**src/rtl/gx4000_pkg.sv**
```systemverilog
// Shared types and constants for the GX4000 CPR cartridge image loader.
// FOURCC constants hold the first stream byte in the most significant byte.
package gx4000_pkg;

  typedef enum logic [3:0] {
    ST_IDLE,
    ST_RIFF_ID,
    ST_RIFF_LEN,
    ST_FORM_ID,
    ST_CHK_ID,
    ST_CHK_LEN,
    ST_CHK_DATA,
    ST_CHK_SKIP,
    ST_DONE,
    ST_ERROR
  } cpr_state_t;

  localparam logic [2:0] ERR_NONE  = 3'd0;
  localparam logic [2:0] ERR_RIFF  = 3'd1;
  localparam logic [2:0] ERR_FORM  = 3'd2;
  localparam logic [2:0] ERR_CHUNK = 3'd3;
  localparam logic [2:0] ERR_ADDR  = 3'd4;
  localparam logic [2:0] ERR_TRUNC = 3'd5;

  localparam logic [31:0] FOURCC_RIFF = "RIFF";
  localparam logic [31:0] FOURCC_AMS  = "AMS!";
  localparam logic [15:0] FOURCC_CB   = "cb";

  function automatic logic [7:0] fourcc_byte(input logic [31:0] f, input logic [1:0] idx);
    case (idx)
      2'd0:    return f[31:24];
      2'd1:    return f[23:16];
      2'd2:    return f[15:8];
      default: return f[7:0];
    endcase
  endfunction

  function automatic logic is_digit(input logic [7:0] c);
    return (c >= 8'h30) && (c <= 8'h39);
  endfunction

  function automatic logic is_parsing(input cpr_state_t s);
    return s inside {ST_RIFF_ID, ST_RIFF_LEN, ST_FORM_ID, ST_CHK_ID,
                     ST_CHK_LEN, ST_CHK_DATA, ST_CHK_SKIP};
  endfunction

endpackage

```
**src/rtl/gx4000_cpr_wrbuf.sv**
```systemverilog
// Single-entry cartridge write buffer; drains on the first cycle downstream is not busy.
// Flush drops a pending entry so nothing reaches the cartridge after a parse error.
module gx4000_cpr_wrbuf #(
  parameter int ADDR_W = 25
) (
  input  logic              clk_sys,
  input  logic              reset_n,
  input  logic              load_i,
  input  logic              flush_i,
  input  logic [ADDR_W-1:0] addr_i,
  input  logic [7:0]        data_i,
  input  logic              cart_busy_i,
  output logic              cart_wr_o,
  output logic [ADDR_W-1:0] cart_addr_o,
  output logic [7:0]        cart_data_o,
  output logic              full_o
);

  logic              full_q;
  logic [ADDR_W-1:0] addr_q;
  logic [7:0]        data_q;

  always_ff @(posedge clk_sys or negedge reset_n) begin
    if (!reset_n) begin
      full_q <= 1'b0;
      addr_q <= '0;
      data_q <= '0;
    end else if (flush_i) begin
      full_q <= 1'b0;
    end else if (load_i) begin
      full_q <= 1'b1;
      addr_q <= addr_i;
      data_q <= data_i;
    end else if (full_q && !cart_busy_i) begin
      full_q <= 1'b0;
    end
  end

  assign cart_wr_o   = full_q & ~cart_busy_i;
  assign cart_addr_o = addr_q;
  assign cart_data_o = data_q;
  assign full_o      = full_q;

endmodule

```
**src/rtl/gx4000_cpr_loader.sv**
```systemverilog
// CPR (RIFF "AMS!" / "cbNN") image parser on the ioctl download stream.
// Produces flat cartridge writes through a one-entry buffer and reports load status.
module gx4000_cpr_loader
  import gx4000_pkg::*;
#(
  parameter int MAX_BANKS  = 32,
  parameter int BANK_BYTES = 16384,
  parameter int ADDR_W     = 25
) (
  input  logic              clk_sys,
  input  logic              reset_n,
  input  logic              ioctl_download,
  input  logic              ioctl_wr,
  input  logic [ADDR_W-1:0] ioctl_addr,
  input  logic [7:0]        ioctl_dout,
  output logic              ioctl_wait,
  input  logic              cart_busy,
  output logic              cart_download,
  output logic [ADDR_W-1:0] cart_addr,
  output logic [7:0]        cart_data,
  output logic              cart_wr,
  output logic [31:0]       bank_mask,
  output logic              load_done,
  output logic              load_error,
  output logic [2:0]        error_code
);

  localparam int BANK_W = (MAX_BANKS > 1) ? $clog2(MAX_BANKS) : 1;
  localparam int OFF_W  = $clog2(BANK_BYTES) + 1;

  cpr_state_t        state_q, state_d;
  logic [1:0]        idx_q, idx_d;
  logic [31:0]       field_q, field_d;
  logic [32:0]       rem_q, rem_d;
  logic              pad_q, pad_d;
  logic [OFF_W-1:0]  off_q, off_d;
  logic [BANK_W-1:0] bank_q, bank_d;
  logic              is_cb_q, is_cb_d;
  logic [ADDR_W-1:0] exp_q, exp_d;
  logic [31:0]       mask_q, mask_d;
  logic              done_q, done_d;
  logic              error_q, error_d;
  logic [2:0]        code_q, code_d;
  logic              cdl_q, cdl_d;
  logic              dl_q;

  logic              dl_rise, dl_fall;
  cpr_state_t        st_cur;
  logic [1:0]        idx_cur;
  logic [ADDR_W-1:0] exp_cur;
  logic [2:0]        byte_err;
  logic [31:0]       len_now;
  logic [7:0]        d_hi, d_lo;
  logic [6:0]        bank_num;
  logic              bank_ok;
  logic              buf_load, buf_flush, buf_full;
  logic [ADDR_W-1:0] wr_addr;

  assign dl_rise  = ioctl_download & ~dl_q;
  assign dl_fall  = ~ioctl_download & dl_q;
  assign len_now  = {ioctl_dout, field_q[31:8]};
  assign d_hi     = field_q[7:0] - 8'h30;
  assign d_lo     = ioctl_dout - 8'h30;
  assign bank_num = 7'(d_hi) * 7'd10 + 7'(d_lo);
  assign bank_ok  = is_digit(field_q[7:0]) && is_digit(ioctl_dout) && (32'(bank_num) < MAX_BANKS);
  assign wr_addr  = ADDR_W'(bank_q) * ADDR_W'(BANK_BYTES) + ADDR_W'(off_q);

  always_comb begin
    state_d   = state_q;
    idx_d     = idx_q;
    field_d   = field_q;
    rem_d     = rem_q;
    pad_d     = pad_q;
    off_d     = off_q;
    bank_d    = bank_q;
    is_cb_d   = is_cb_q;
    exp_d     = exp_q;
    mask_d    = mask_q;
    done_d    = done_q;
    error_d   = error_q;
    code_d    = code_q;
    cdl_d     = cdl_q;
    buf_load  = 1'b0;
    buf_flush = 1'b0;
    byte_err  = ERR_NONE;
    st_cur    = dl_rise ? ST_RIFF_ID : state_q;
    idx_cur   = dl_rise ? 2'd0 : idx_q;
    exp_cur   = dl_rise ? '0 : exp_q;

    if (dl_rise) begin
      state_d = ST_RIFF_ID;
      idx_d   = 2'd0;
      exp_d   = '0;
      mask_d  = '0;
      done_d  = 1'b0;
      error_d = 1'b0;
      code_d  = ERR_NONE;
      cdl_d   = 1'b0;
    end

    if (ioctl_wr && is_parsing(st_cur)) begin
      // A byte offered while the buffer is full breaks the wait handshake.
      if (buf_full || (ioctl_addr != exp_cur)) begin
        byte_err = ERR_ADDR;
      end else begin
        exp_d = exp_cur + ADDR_W'(1);
        cdl_d = 1'b1;
        unique case (st_cur)
          ST_RIFF_ID: begin
            if (ioctl_dout != fourcc_byte(FOURCC_RIFF, idx_cur)) byte_err = ERR_RIFF;
            else begin
              idx_d = idx_cur + 2'd1;
              if (idx_cur == 2'd3) state_d = ST_RIFF_LEN;
            end
          end
          ST_RIFF_LEN: begin
            field_d = len_now;
            idx_d   = idx_cur + 2'd1;
            if (idx_cur == 2'd3) state_d = ST_FORM_ID;
          end
          ST_FORM_ID: begin
            if (ioctl_dout != fourcc_byte(FOURCC_AMS, idx_cur)) byte_err = ERR_FORM;
            else begin
              idx_d = idx_cur + 2'd1;
              if (idx_cur == 2'd3) state_d = ST_CHK_ID;
            end
          end
          ST_CHK_ID: begin
            field_d = {field_q[23:0], ioctl_dout};
            idx_d   = idx_cur + 2'd1;
            if (idx_cur == 2'd3) begin
              if (field_q[23:8] == FOURCC_CB) begin
                if (bank_ok) begin
                  is_cb_d = 1'b1;
                  bank_d  = BANK_W'(bank_num);
                  state_d = ST_CHK_LEN;
                end else begin
                  byte_err = ERR_CHUNK;
                end
              end else begin
                is_cb_d = 1'b0;
                state_d = ST_CHK_LEN;
              end
            end
          end
          ST_CHK_LEN: begin
            field_d = len_now;
            idx_d   = idx_cur + 2'd1;
            if (idx_cur == 2'd3) begin
              rem_d = {1'b0, len_now} + 33'(len_now[0]);
              pad_d = len_now[0];
              off_d = '0;
              if (len_now == 32'd0) state_d = ST_CHK_ID;
              else                  state_d = is_cb_q ? ST_CHK_DATA : ST_CHK_SKIP;
            end
          end
          ST_CHK_DATA: begin
            // Pad byte and anything past the bank size are consumed silently.
            if (!(pad_q && rem_q == 33'd1) && (32'(off_q) < BANK_BYTES)) begin
              buf_load       = 1'b1;
              mask_d[bank_q] = 1'b1;
              off_d          = off_q + OFF_W'(1);
            end
            rem_d = rem_q - 33'd1;
            if (rem_q == 33'd1) state_d = ST_CHK_ID;
          end
          ST_CHK_SKIP: begin
            rem_d = rem_q - 33'd1;
            if (rem_q == 33'd1) state_d = ST_CHK_ID;
          end
          default: ;
        endcase
      end
    end

    if (byte_err != ERR_NONE) begin
      state_d   = ST_ERROR;
      error_d   = 1'b1;
      code_d    = byte_err;
      cdl_d     = 1'b0;
      buf_flush = 1'b1;
    end

    // The fall is judged against the state reached after this cycle's byte.
    if (dl_fall) begin
      if (state_d == ST_CHK_ID && idx_d == 2'd0) begin
        state_d = ST_DONE;
        done_d  = 1'b1;
        cdl_d   = 1'b0;
      end else if (is_parsing(state_d)) begin
        state_d = ST_ERROR;
        error_d = 1'b1;
        code_d  = ERR_TRUNC;
        cdl_d   = 1'b0;
      end
    end
  end

  always_ff @(posedge clk_sys or negedge reset_n) begin
    if (!reset_n) begin
      state_q <= ST_IDLE;
      idx_q   <= '0;
      field_q <= '0;
      rem_q   <= '0;
      pad_q   <= 1'b0;
      off_q   <= '0;
      bank_q  <= '0;
      is_cb_q <= 1'b0;
      exp_q   <= '0;
      mask_q  <= '0;
      done_q  <= 1'b0;
      error_q <= 1'b0;
      code_q  <= ERR_NONE;
      cdl_q   <= 1'b0;
      dl_q    <= 1'b0;
    end else begin
      state_q <= state_d;
      idx_q   <= idx_d;
      field_q <= field_d;
      rem_q   <= rem_d;
      pad_q   <= pad_d;
      off_q   <= off_d;
      bank_q  <= bank_d;
      is_cb_q <= is_cb_d;
      exp_q   <= exp_d;
      mask_q  <= mask_d;
      done_q  <= done_d;
      error_q <= error_d;
      code_q  <= code_d;
      cdl_q   <= cdl_d;
      dl_q    <= ioctl_download;
    end
  end

  gx4000_cpr_wrbuf #(.ADDR_W(ADDR_W)) u_wrbuf (
    .clk_sys    (clk_sys),
    .reset_n    (reset_n),
    .load_i     (buf_load),
    .flush_i    (buf_flush),
    .addr_i     (wr_addr),
    .data_i     (ioctl_dout),
    .cart_busy_i(cart_busy),
    .cart_wr_o  (cart_wr),
    .cart_addr_o(cart_addr),
    .cart_data_o(cart_data),
    .full_o     (buf_full)
  );

  assign ioctl_wait    = buf_full & (state_q != ST_ERROR);
  assign cart_download = cdl_q;
  assign bank_mask     = mask_q;
  assign load_done     = done_q;
  assign load_error    = error_q;
  assign error_code    = code_q;

endmodule
```
**config.mk**
```make
export PLATFORM = sky130hd
export DESIGN_NAME = gx4000_cpr_loader
export DESIGN_NICKNAME = d
export VERILOG_FILES = /design/src/rtl/gx4000_pkg.sv /design/src/rtl/gx4000_cpr_wrbuf.sv /design/src/rtl/gx4000_cpr_loader.sv
export SDC_FILE = /design/constraint.sdc
export NUM_CORES = 1
export LEC_CHECK = 0
export ABC_AREA = 0
export CAP_MARGIN = 10
export CORE_ASPECT_RATIO = 1.25
export CORE_MARGIN = 4
export CORE_UTILIZATION = 64
export CTS_CLUSTER_DIAMETER = 60
export DETAILED_ROUTE_END_ITERATION = 10
export DONT_BUFFER_PORTS = 1
export PLACE_DENSITY = 0.89
export SYNTH_ARGS = -nofsm -noshare
export SYNTH_HDL_FRONTEND = slang
export SYNTH_SLANG_ARGS = --single-unit
```
**constraint.sdc**
```tcl
create_clock -name clk_sys -period 9.53 [get_ports clk_sys]
set_clock_uncertainty 0.05 [all_clocks]
set_input_delay 0.4765 -clock clk_sys [delete_from_list [all_inputs] [get_ports clk_sys]]
set_output_delay 0.4765 -clock clk_sys [all_outputs]
set_load 0.01 [all_outputs]
```
==> metrics.yaml <==
floorplanning:
  io_pins: 111
  die_h_um: 155
  fp.dieW_um: 126
  coreArea_mm2: 0.0169
  start_util: 0.655
  rows: 53
  die-area_mm2: 0.0195
clock_tree:
  cts.path.max_buffers: 2
  h-tree-depth: 4
  postCtsHoldBufs: 2
  insertion_delay_ps: 450
  numCtsBuffers: 17
  clkTransAtPathRegs_ps: 70
  cts_setup_buffers: 0
  cts_root_buf: "clkbuf_16"
  cts_tree: "done"
  cts.sinks: 186
  cts_resized: 0
synthesis:
  synthesis.area_mm2: 0.0111
  yosysUniqueCellTypes: 74
  syn_avg_cell_area_um2: 8.44
  synth.yosys.seq_area_share: 0.420
  async_flop_share: 1.00
  syn_inst: 1312
  synth_edf_count: 0
  synth.ff_latch_count: 186
  ys_warn_count: 0
  synth_top_flop_cell: "dfrtp_1"
critical_path:
  crit_path_frequent_cell: "ha_1"
  max_stage_delay_ps: 540
  cp_slowest_cell: "or4_1"
  worstPathRequired_ps: 9820
  setup.worst_path.start_class: "register"
  ff2ff_path_depth: 14
  cp.arrival_ps: 4730
  critPathMaxFanout: 8
  r2r_start: "field_q[1]"
  r2r_slack_ps: 5090
  critPathKind: "reg2reg"
  cp_cell_sequence: "ha_1 > ha_1 > fa_1 > ha_1 > ha_1 > nor2_1 > a21oi_1 > xor2_1 > or4_1 > nand3_1 > nand2b_1 > o31ai_2 > o211ai_1 > and2_1"
  timing.rr.end: "error_code[1]"
  endpoint_kind: "register"
power_and_ir_drop:
  p_leak_uw: 0.00496
  vdd_drop_max_uv: 105
  p_per_area_mw_per_mm2: 142
detailed_routing:
  num_vias: 9748
  drt-wirelength-per-cell_um: 19.4
  vias_per_cell: 6.54
  drc_errors: 0
  dr.pass1.iters: 5
  drt_iter0_markers: 1211
  antenna_left: 0
  wirelength_um: 29000
timing:
  fmax_ghz: 0.225
  period_share: 0.465
  timing.setup.tns_ps: 0
  drv_slew: 0
  period_needed_ps: 4440
  maxSlewHeadroom: 0.219
  whs_ps: 52.8
  setup_viol: 0
  rsz0062_at_grt: "false"
  hold_violations: 0
  worstMarginPinSlew_ps: 1170
layout:
  n_antenna_cell: 0
  drive_gt1_frac: 0.0566
  fin_nets: 1327
  areaGrowthSynthToFinish_pct: 5.69
global_routing:
  antenna_found_initial: 0
  grt_max_degree: 187
  grt_first_pass_wirelength_um: 48100
  grt_usage: 0.301
  grt_pass1_vias: 9608
  overflow: 0
placed_design:
  place_hpwl_um: 19700
  io_buffers: 0
  place.gp.congestion: 0.950
hold_path:
  hp-class: "in2async"
job:
  cap_violations: 0
status:
  run_status: "finished clean"
## Yosys cell counts (all sizes together), types with 10 or more instances
cell type,number,area share
nand3,54,0.024
nand4,34,0.022
dfrtp,186,0.42
xnor2,51,0.040
a31oi,10,0.0057
nor4,23,0.015
xor2,22,0.017
a21oi,76,0.034
nand2b,17,0.0098
nor3,31,0.014
or3,14,0.0079
ha,28,0.032
nand2,249,0.084
inv,31,0.011
o31ai,10,0.0072
clkbuf,57,0.019
nor2,99,0.034
o21ai,134,0.063
and3,17,0.0096
mux2i,34,0.031
buf,27,0.014
## per-stage QoR
stage / worst slack (ps) / total power [uW] / cell area, um2 / util / cells
2_1_floorplan: 5660 / 912 / 11100 / - / 1316
3_3_place_gp: 5440 / 929 / 11100 / 0.654 / 1458
3_5_place_dp: 5310 / 932 / 11100 / 0.654 / 1458
4_1_cts: 5200 / 1660 / 11700 / 0.692 / 1491
5_1_grt: 4930 / 1710 / 11700 / 0.692 / 1491
6_report: 5090 / 1660 / 11700 / 0.692 / 1491
## routing by layer
layer,track usage,part of all wire,vias to the layer above
li1,-,-,4476
met1,0.364,0.38,4668
met2,0.501,0.50,481
met3,0.0810,0.083,123
met4,0.148,0.045,0
met5,0,0,-
## area by class of cell
class	instances	area (um2)
repair buffers	8	82.6
clock buffers	18	429
multi-input cells	1014	5970
flip-flops and latches	186	4650
inverters	32	120
well taps	220	275
clock inverters	13	166
fillers	1279	5210
## cell usage in the layout (no fill, tap or decap), drive strengths merged, types with 3 or more instances in the layout
cell,count
nor3,31
and4,8
conb,5
nor4bb,7
clkbuf,18
xor2,22
or2,5
a21boi,3
nand4,34
nor2b,3
o21ai,134
nor2,99
nand2,249
a21o,3
nand2b,17
a31oi,10
mux2i,34
o22ai,8
or3,14
xnor2,51
a211o,3
and3,17
and2,7
or4,7
o31ai,10
nand3,54
clkinv,8
inv,34
a2111oi,3
mux2,7
buf,7
nor4,23
a21oi,76
o32ai,6
dfrtp,186
ha,28
o211ai,5
## sequential cells by signal, indices dropped and copies added, names as in the netlist, 3 cells and up
name / flops
u_wrbuf.cart_data_o: 8
exp_q: 25
state_q: 4
off_q: 15
bank_mask: 32
u_wrbuf.cart_addr_o: 20
bank_q: 5
error_code: 3
field_q: 32
rem_q: 33
## kinds of logic after synthesis
| kind of cell | Yosys count | synth area share |
|---|---|---|
| adders and majority gates | 30 | 0.0353 |
| muxes | 41 | 0.0379 |
| xor gates and xnor gates | 74 | 0.0598 |
| and+or+nand+nor | 583 | 0.253 |
| AOI/OAI and AO/OA | 281 | 0.149 |
| other | 1 | 0.000339 |
| buffers and inverters | 116 | 0.0440 |
| DFF | 186 | 0.420 |
## critical path: cells and delay by family (launching register included)
| kind | cells | cell delay, ps |
|---|---|---|
| and+or+nand+nor | 5 | 1180 |
| AOI/OAI and AO/OA | 3 | 860 |
| DFF | 1 | 450 |
| xor gates and xnor gates | 1 | 160 |
| adders and majority gates | 5 | 1630 |
## worst max-delay path by stage
stage	from	end	slack, ps	depth (start not counted)
2_1_floorplan	ioctl_download	error_code[1]	5660	15
3_3_place_gp	ioctl_download	exp_q[16]	5440	9
3_5_place_dp	ioctl_download	exp_q[14]	5310	9
4_1_cts	field_q[1]	error_code[1]	5200	14
5_1_grt	field_q[1]	error_code[1]	4930	14
6_report	field_q[1]	error_code[1]	5090	14
## where the power goes
part | internal, uW | switching, uW
Combinational | 40.1 | 76.5
Sequential | 798 | 26.2
Clock | 393 | 330
(Power assumes the default switching activity.)
